==> config.mk <==
export PLATFORM = sky130hd
export DESIGN_NAME = decode_queue_flat
export DESIGN_NICKNAME = d
export VERILOG_FILES = /design/src/rtl/decode_queue_if.sv /design/src/rtl/decode_queue.sv /design/src/flat_wrapper.sv
export SDC_FILE = /design/constraint.sdc
export NUM_CORES = 2
export LEC_CHECK = 0
export CAP_MARGIN = 10
export CORE_UTILIZATION = 51
export DETAILED_ROUTE_END_ITERATION = 7
export GPL_TIMING_DRIVEN = 0
export PLACE_DENSITY_LB_ADDON = 0.2
export SYNTH_ARGS = -nofsm -noshare
export SYNTH_HDL_FRONTEND = slang
export SYNTH_SLANG_ARGS = --single-unit
export TNS_END_PERCENT = 30
==> constraint.sdc <==
create_clock -name clk -period 21.6 [get_ports clk]
set_input_delay 3.24 -clock clk [delete_from_list [all_inputs] [get_ports clk]]
set_output_delay 3.24 -clock clk [all_outputs]
set_load 0.05 [all_outputs]
==> src/rtl/decode_queue_if.sv <==
// Fetch-side and issue-side handshake bundle for the decode queue.
// The queue uses the slave view. The fetch/issue side uses the master view.
interface decode_queue_if #(
   parameter int FETCH_W = 2,
   parameter int ISSUE_W = 2
);
   logic [FETCH_W-1:0]    in_valid;
   logic [FETCH_W*32-1:0] in_instr;
   logic [FETCH_W*32-1:0] in_pc;
   logic                  in_ready;
   logic [ISSUE_W-1:0]    out_valid;
   logic [ISSUE_W-1:0]    out_take;
   logic [ISSUE_W*32-1:0] out_instr;
   logic [ISSUE_W*32-1:0] out_pc;
   logic [ISSUE_W*24-1:0] out_ctrl;

   modport master (
      output in_valid, in_instr, in_pc, out_take,
      input  in_ready, out_valid, out_instr, out_pc, out_ctrl
   );

   modport slave (
      input  in_valid, in_instr, in_pc, out_take,
      output in_ready, out_valid, out_instr, out_pc, out_ctrl
   );
endinterface

==> src/rtl/decode_queue.sv <==
// Multi-lane instruction buffer with an LA32R pre-decoder at enqueue.
// ctrl[23:0] = {reg_we, mem_rd, mem_we, is_branch, is_jirl, is_bl, is_csr, is_tlb, is_ertn, is_idle, syscall, brk, ine, ipe, unsign_ld, size[1:0], aluop[4:0], unsign_imm, csr_xchg}
module decode_queue #(
   parameter int FETCH_W   = 2,
   parameter int ISSUE_W   = 2,
   parameter int DEPTH     = 8,
   parameter int CHECK_PLV = 1
) (
   input  logic               clk,
   input  logic               rst,
   input  logic               flush,
   input  logic [1:0]         plv,
   decode_queue_if.slave      dq
);
   localparam int AW = $clog2(DEPTH);
   localparam int PW = AW + 1;

   localparam logic [4:0] ALU_ADD  = 5'd0;
   localparam logic [4:0] ALU_SUB  = 5'd1;
   localparam logic [4:0] ALU_SLT  = 5'd2;
   localparam logic [4:0] ALU_SLTU = 5'd3;
   localparam logic [4:0] ALU_AND  = 5'd4;
   localparam logic [4:0] ALU_OR   = 5'd5;
   localparam logic [4:0] ALU_XOR  = 5'd6;
   localparam logic [4:0] ALU_NOR  = 5'd7;
   localparam logic [4:0] ALU_SLL  = 5'd8;
   localparam logic [4:0] ALU_SRL  = 5'd9;
   localparam logic [4:0] ALU_SRA  = 5'd10;
   localparam logic [4:0] ALU_MUL  = 5'd11;
   localparam logic [4:0] ALU_MULH = 5'd12;
   localparam logic [4:0] ALU_MULHU= 5'd13;
   localparam logic [4:0] ALU_DIV  = 5'd14;
   localparam logic [4:0] ALU_MOD  = 5'd15;
   localparam logic [4:0] ALU_DIVU = 5'd16;
   localparam logic [4:0] ALU_MODU = 5'd17;
   localparam logic [4:0] ALU_LUI  = 5'd18;

   logic [31:0]   instr_mem [DEPTH];
   logic [31:0]   pc_mem    [DEPTH];
   logic [23:0]   ctrl_mem  [DEPTH];
   logic [PW-1:0] wptr, rptr, cnt;
   logic [PW-1:0] enq_n, deq_n;
   logic          ready;
   logic [ISSUE_W-1:0] valid;
   logic [23:0]   lane_ctrl [FETCH_W];

   // Length of the run of 1s starting at bit 0; lanes past a gap never count.
   function automatic logic [PW-1:0] prefix_len(input logic [3:0] v);
      logic [PW-1:0] n;
      logic          run;
      n   = '0;
      run = 1'b1;
      for (int i = 0; i < 4; i++) begin
         run = run & v[i];
         if (run) n = n + PW'(1);
      end
      return n;
   endfunction

   function automatic logic [23:0] decode(input logic [31:0] ins, input logic [1:0] lvl);
      logic       ok, we, rd, wr, br, jirl, bl, csr, tlb, ertn, idle, sys, brk, ipe, uld, uimm, xchg;
      logic [1:0] sz;
      logic [4:0] op;
      {ok, we, rd, wr, br, jirl, bl, csr, tlb, ertn, idle, sys, brk, ipe, uld, uimm, xchg} = '0;
      sz = 2'd0;
      op = ALU_ADD;

      case (ins[31:15])
         17'h00020: begin ok = 1'b1; we = 1'b1; op = ALU_ADD;   end
         17'h00022: begin ok = 1'b1; we = 1'b1; op = ALU_SUB;   end
         17'h00024: begin ok = 1'b1; we = 1'b1; op = ALU_SLT;   end
         17'h00025: begin ok = 1'b1; we = 1'b1; op = ALU_SLTU;  end
         17'h00028: begin ok = 1'b1; we = 1'b1; op = ALU_NOR;   end
         17'h00029: begin ok = 1'b1; we = 1'b1; op = ALU_AND;   end
         17'h0002A: begin ok = 1'b1; we = 1'b1; op = ALU_OR;    end
         17'h0002B: begin ok = 1'b1; we = 1'b1; op = ALU_XOR;   end
         17'h0002E: begin ok = 1'b1; we = 1'b1; op = ALU_SLL;   end
         17'h0002F: begin ok = 1'b1; we = 1'b1; op = ALU_SRL;   end
         17'h00030: begin ok = 1'b1; we = 1'b1; op = ALU_SRA;   end
         17'h00038: begin ok = 1'b1; we = 1'b1; op = ALU_MUL;   end
         17'h00039: begin ok = 1'b1; we = 1'b1; op = ALU_MULH;  end
         17'h0003A: begin ok = 1'b1; we = 1'b1; op = ALU_MULHU; end
         17'h00040: begin ok = 1'b1; we = 1'b1; op = ALU_DIV;   end
         17'h00041: begin ok = 1'b1; we = 1'b1; op = ALU_MOD;   end
         17'h00042: begin ok = 1'b1; we = 1'b1; op = ALU_DIVU;  end
         17'h00043: begin ok = 1'b1; we = 1'b1; op = ALU_MODU;  end
         17'h00054: begin ok = 1'b1; brk = 1'b1; end
         17'h00056: begin ok = 1'b1; sys = 1'b1; end
         17'h00081: begin ok = 1'b1; we = 1'b1; op = ALU_SLL; end
         17'h00089: begin ok = 1'b1; we = 1'b1; op = ALU_SRL; end
         17'h00091: begin ok = 1'b1; we = 1'b1; op = ALU_SRA; end
         17'h00C91: begin ok = 1'b1; idle = 1'b1; end
         17'h00C93: begin ok = 1'b1; tlb = 1'b1; end
         default: ;
      endcase

      // TLB maintenance and ertn have no operand fields, so match whole words.
      case (ins)
         32'h06482800, 32'h06482C00, 32'h06483000, 32'h06483400: begin ok = 1'b1; tlb = 1'b1; end
         32'h06483800: begin ok = 1'b1; ertn = 1'b1; end
         default: ;
      endcase

      case (ins[31:22])
         10'h008: begin ok = 1'b1; we = 1'b1; op = ALU_SLT;  end
         10'h009: begin ok = 1'b1; we = 1'b1; op = ALU_SLTU; end
         10'h00A: begin ok = 1'b1; we = 1'b1; op = ALU_ADD;  end
         10'h00D: begin ok = 1'b1; we = 1'b1; op = ALU_AND; uimm = 1'b1; end
         10'h00E: begin ok = 1'b1; we = 1'b1; op = ALU_OR;  uimm = 1'b1; end
         10'h00F: begin ok = 1'b1; we = 1'b1; op = ALU_XOR; uimm = 1'b1; end
         10'h0A0: begin ok = 1'b1; we = 1'b1; rd = 1'b1; sz = 2'd0; end
         10'h0A1: begin ok = 1'b1; we = 1'b1; rd = 1'b1; sz = 2'd1; end
         10'h0A2: begin ok = 1'b1; we = 1'b1; rd = 1'b1; sz = 2'd2; end
         10'h0A4: begin ok = 1'b1; wr = 1'b1; sz = 2'd0; end
         10'h0A5: begin ok = 1'b1; wr = 1'b1; sz = 2'd1; end
         10'h0A6: begin ok = 1'b1; wr = 1'b1; sz = 2'd2; end
         10'h0A8: begin ok = 1'b1; we = 1'b1; rd = 1'b1; uld = 1'b1; sz = 2'd0; end
         10'h0A9: begin ok = 1'b1; we = 1'b1; rd = 1'b1; uld = 1'b1; sz = 2'd1; end
         default: ;
      endcase

      case (ins[31:24])
         8'h04: begin
            ok = 1'b1; we = 1'b1; csr = 1'b1;
            xchg = (ins[9:5] != 5'd0) && (ins[9:5] != 5'd1);
         end
         8'h20: begin ok = 1'b1; we = 1'b1; rd = 1'b1; sz = 2'd2; end
         8'h21: begin ok = 1'b1; wr = 1'b1; sz = 2'd2; end
         default: ;
      endcase

      case (ins[31:25])
         7'h0A: begin ok = 1'b1; we = 1'b1; op = ALU_LUI; end
         7'h0E: begin ok = 1'b1; we = 1'b1; op = ALU_ADD; end
         default: ;
      endcase

      case (ins[31:26])
         6'h13: begin ok = 1'b1; we = 1'b1; br = 1'b1; jirl = 1'b1; end
         6'h14: begin ok = 1'b1; br = 1'b1; end
         6'h15: begin ok = 1'b1; we = 1'b1; br = 1'b1; bl = 1'b1; end
         6'h16, 6'h17: begin ok = 1'b1; br = 1'b1; op = ALU_SUB;  end
         6'h18, 6'h19: begin ok = 1'b1; br = 1'b1; op = ALU_SLT;  end
         6'h1A, 6'h1B: begin ok = 1'b1; br = 1'b1; op = ALU_SLTU; end
         default: ;
      endcase

      if (!ok) return 24'h000800;
      ipe = (CHECK_PLV != 0) && (lvl != 2'd0) && (csr || tlb || ertn || idle);
      return {we, rd, wr, br, jirl, bl, csr, tlb, ertn, idle, sys, brk, 1'b0, ipe,
              uld, sz, op, uimm, xchg};
   endfunction

   always_comb begin
      ready = (PW'(DEPTH) - cnt) >= PW'(FETCH_W);
      enq_n = ready ? prefix_len(4'(dq.in_valid)) : '0;
      deq_n = prefix_len(4'(dq.out_take & valid));
   end

   always_comb begin
      for (int i = 0; i < FETCH_W; i++) begin
         lane_ctrl[i] = decode(dq.in_instr[i*32 +: 32], plv);
      end
   end

   always_comb begin
      valid        = '0;
      dq.out_instr = '0;
      dq.out_pc    = '0;
      dq.out_ctrl  = '0;
      for (int i = 0; i < ISSUE_W; i++) begin
         valid[i]                = cnt > PW'(i);
         dq.out_instr[i*32 +: 32] = instr_mem[rptr[AW-1:0] + AW'(i)];
         dq.out_pc[i*32 +: 32]    = pc_mem[rptr[AW-1:0] + AW'(i)];
         dq.out_ctrl[i*24 +: 24]  = ctrl_mem[rptr[AW-1:0] + AW'(i)];
      end
   end

   assign dq.out_valid = valid;
   assign dq.in_ready  = ready;

   // Payload storage carries no reset; only the pointers define what is live.
   always_ff @(posedge clk) begin
      for (int i = 0; i < FETCH_W; i++) begin
         if (!flush && (PW'(i) < enq_n)) begin
            instr_mem[wptr[AW-1:0] + AW'(i)] <= dq.in_instr[i*32 +: 32];
            pc_mem[wptr[AW-1:0] + AW'(i)]    <= dq.in_pc[i*32 +: 32];
            ctrl_mem[wptr[AW-1:0] + AW'(i)]  <= lane_ctrl[i];
         end
      end
   end

   always_ff @(posedge clk or posedge rst) begin
      if (rst) begin
         cnt  <= '0;
         wptr <= '0;
         rptr <= '0;
      end else if (flush) begin
         cnt  <= '0;
         wptr <= '0;
         rptr <= '0;
      end else begin
         cnt  <= cnt + enq_n - deq_n;
         wptr <= wptr + enq_n;
         rptr <= rptr + deq_n;
      end
   end
endmodule

==> src/flat_wrapper.sv <==
// flat-port wrapper written by rule: the top's interface ports become plain ports
module decode_queue_flat 
#(
   parameter int FETCH_W   = 2,
   parameter int ISSUE_W   = 2,
   parameter int DEPTH     = 8,
   parameter int CHECK_PLV = 1
)
  (clk, rst, flush, plv, dq_in_valid, dq_in_instr, dq_in_pc, dq_out_take, dq_in_ready, dq_out_valid, dq_out_instr, dq_out_pc, dq_out_ctrl);
  decode_queue_if #(.FETCH_W(FETCH_W), .ISSUE_W(ISSUE_W)) dq_i ();
  input  logic clk;
  input  logic rst;
  input  logic flush;
  input  logic [1:0] plv;
  input wire logic [$bits(dq_i.in_valid)-1:0] dq_in_valid;
  input wire logic [$bits(dq_i.in_instr)-1:0] dq_in_instr;
  input wire logic [$bits(dq_i.in_pc)-1:0] dq_in_pc;
  input wire logic [$bits(dq_i.out_take)-1:0] dq_out_take;
  output wire logic [$bits(dq_i.in_ready)-1:0] dq_in_ready;
  output wire logic [$bits(dq_i.out_valid)-1:0] dq_out_valid;
  output wire logic [$bits(dq_i.out_instr)-1:0] dq_out_instr;
  output wire logic [$bits(dq_i.out_pc)-1:0] dq_out_pc;
  output wire logic [$bits(dq_i.out_ctrl)-1:0] dq_out_ctrl;
  assign dq_i.in_valid = dq_in_valid;
  assign dq_i.in_instr = dq_in_instr;
  assign dq_i.in_pc = dq_in_pc;
  assign dq_i.out_take = dq_out_take;
  assign dq_in_ready = dq_i.in_ready;
  assign dq_out_valid = dq_i.out_valid;
  assign dq_out_instr = dq_i.out_instr;
  assign dq_out_pc = dq_i.out_pc;
  assign dq_out_ctrl = dq_i.out_ctrl;
  decode_queue #(.FETCH_W(FETCH_W), .ISSUE_W(ISSUE_W), .DEPTH(DEPTH), .CHECK_PLV(CHECK_PLV)) u_core (.clk(clk), .rst(rst), .flush(flush), .plv(plv), .dq(dq_i));
endmodule
==> results.py <==
metrics = {
    "logic_synthesis": {
        "synth_edf_count": 704,
        "ys.flop_type": "edfxtp_1",
        "syn_inst": 3850,
        "synth.avg_cell_area_um2": 11.2,
        "ys_async_sr_fraction_pct": 1.40,
        "ys_seq_area_share_pct": 49.5,
        "synth_cell_types": 73,
        "synth_area_mm2": 0.0432,
        "synth_nets": 4005,
        "synth_top_area_share_pct": 48.9,
        "yosys.area.top_type": "edfxtp_1",
        "ys_warn_count": 0,
        "synthTopCellsByArea": "edfxtp_1 (49%), mux4_2 (18%), nand2_1 (13%), mux2_2 (4.6%), clkbuf_1 (2.2%)",
        "ys_ff_latch": 714,
    },
    "sta": {
        "setup_viol": 0,
        "finalCriticalPeriod_ns": 8.72,
        "holdWs_ns": 0.693,
        "finalClockSkew_ns": 0.0222,
        "worstMarginPinSlew_ns": 1.37,
        "min_period_over_period_pct": 40.4,
        "rsz0062_at_grt": "no",
        "slew_viol_final": 0,
        "max_slew_margin_pct": 8.69,
        "hold_viol_final": 0,
        "fmax_mhz": 115,
    },
    "clocking": {
        "cts_root_buf": "clkbuf_16",
        "cts_buffers": 77,
        "cts_tree": "built",
        "clkTransAtPathRegs_ns": 0.06,
        "htreeDepth": 3,
        "post_cts_resized": 0,
        "cts_hold_buffers": 0,
        "numClockSinks": 714,
        "cts_buffer_depth": 3,
        "cts_setup_buffers": 0,
        "clk_latency_ns": 0.64,
    },
    "power_and_ir_drop": {
        "vdd_drop_max_v": 0.000129,
        "powerDensity_mw_per_mm2": 138,
        "power.leakage_nw": 18.5,
    },
    "drt": {
        "via_count": 35900,
        "first_iter_violations": 6111,
        "drtAntennaViolNets": 0,
        "drc": 1,
        "wl_mm": 167,
        "wl_per_cell_um": 30.8,
        "via_per_inst": 6.61,
        "dr.pass1.iters": 8,
    },
    "die": {
        "dieArea_mm2": 0.0859,
        "num_rows": 106,
        "initial_core_util_pct": 51.6,
        "dieHeight_um": 293,
        "core_area_mm2": 0.0838,
        "num_io_pins": 316,
        "dieWidth_um": 293,
    },
    "global_routing": {
        "first_global_vias": 34400,
        "grt_use_total_pct": 38.6,
        "grt_max_degree": 21,
        "grt_pass1_wl_mm": 236,
        "antenna_found_initial": 10,
        "grt_overflow": 0,
    },
    "run_status": {
        "failed_checks": "DRC",
        "status": "finished with violations",
    },
    "cells_and_area": {
        "layout-drive-gt1-share_pct": 19.2,
        "n_fill_cell": 6696,
        "layout_commonest_cell": "nand2_1",
        "regArea_mm2": 0.0214,
        "layout.nets": 4385,
        "layout_common_cells": "nand2_1 (1546), edfxtp_1 (704), mux4_2 (352)",
        "multiInputGateArea_mm2": 0.0202,
        "syn_to_final_growth_pct": 17.5,
        "final_cells": 5434,
    },
    "placement": {
        "dp_hpwl_mm": 117,
        "portBuffers": 215,
        "dp_cells": 5275,
        "place_congestion": 0.953,
    },
    "setup_path": {
        "worstPathArrival_ns": 5.48,
        "crit_path_start_kind": "register",
        "worstPathMaxFanout": 10,
        "critPathCaptureType": "output pin",
        "path_class": "register to output pin",
        "cp.required_ns": 18.36,
    },
    "min_path": {
        "hold_path.class": "register to register",
    },
    "flow_run": {
        "cap_violations": 0,
    },
}
worst max-delay path, stage by stage, from the launching register on:
cell and delay, ns:
dfrtp_1 0.32, clkbuf_1 0.59, xor2_1 1.00, clkbuf_1 0.85, buf_1 0.82, mux2_2 0.42, clkdlybuf4s50_1 0.83
final cells by class:
type | instances | area share (%)
multi-input combinational | 2701 | 39.8
antenna | 12 | 0.0591
timing repair buffer | 301 | 7.01
sequential | 714 | 42.1
tap | 1134 | 2.79
buffer | 417 | 3.35
clock buffer | 99 | 4.12
clock inverter | 38 | 0.633
inverter | 18 | 0.133
sequential cells by signal (all words and copies together), names as in the netlist:
name and cells:
u_core.instr_mem 256, u_core.pc_mem 256, u_core.ctrl_mem 192, u_core.cnt 4
u_core.rptr 3, u_core.wptr 3
metrics by stage:
step / setup slack (ns) / TNS (ns) / utilization (%) / instance area [µm²] / power (mW)
after global routing: 13.01 / 0 / 60.6 / 50800 / 7.15
after floorplan: 8.44 / 0 / - / 43200 / 4.28
final: 12.88 / 0 / 60.6 / 50800 / 7.02
after CTS: 12.81 / 0 / 60.4 / 50600 / 6.92
after detailed placement: 13.49 / 0 / 57.5 / 48200 / 5.62
after global placement: -2.40 / -210.77 / 55.8 / 46800 / 5.58
synth_stat cells (all sizes together) (11+ instances only):
master and instances:
mux4 352, nand3 26, nor2b 17, inv 17, or3 17, nor4 23, o21ai 153, clkbuf 271
mux2i 90, nand2b 17, nor2 44, buf 146, nor3 25, mux2 177, nand2 1546, edfxtp 704
a21oi 33, ha 14, or4 19, or4b 11
report_power, final:
| part | total, mW | internal (mW) | switching [mW] | leakage (nW) |
|---|---|---|---|---|
| clock | 1.31 | 0.743 | 0.569 | 1.18 |
| combinational | 4.00 | 1.54 | 2.47 | 10.8 |
| sequential | 1.70 | 1.65 | 0.0495 | 6.51 |
| total | 7.02 | 3.93 | 3.08 | 18.5 |
per-layer routing:
layer / track usage [%] / vias up / share of wire, %
met5: 1.08 / - / 0.093
met4: 23.3 / 8 / 6.9
met3: 12.2 / 656 / 16
met2: 56.8 / 3301 / 43
met1: 49.9 / 17300 / 34
li1: - / 14700 / -
worst paths after layout:
path                           startpoint               endpoint  slack, ns  cells past startpoint
max                        u_core.rptr[2]        dq_out_ctrl[29]      12.88                      6
min                        u_core.wptr[0]         u_core.wptr[0]       0.69                      2
max reg2reg                 u_core.cnt[1]  u_core.ctrl_mem[2][0]      16.36                     16
min reg2reg                u_core.wptr[0]         u_core.wptr[0]       0.69                      2
max in group asynchronous             rst         u_core.rptr[0]      18.35                      2
min in group asynchronous             rst          u_core.cnt[0]       2.92                      2
cell families (layout without fill, tap and decap cells):
group,Yosys count,in the layout,share of synthesized area [%]
buffers and inverters,435,873,4.09
other,0,12,0
AOI/OAI and AO/OA,248,248,3.36
adders and majority gates,18,18,0.591
xor gates and xnor gates,13,13,0.263
and+or+nand+nor,1803,1803,17.2
muxes,619,619,25.0
DFF,714,714,49.5
No activity file was read; power rests on OpenSTA's default activity.
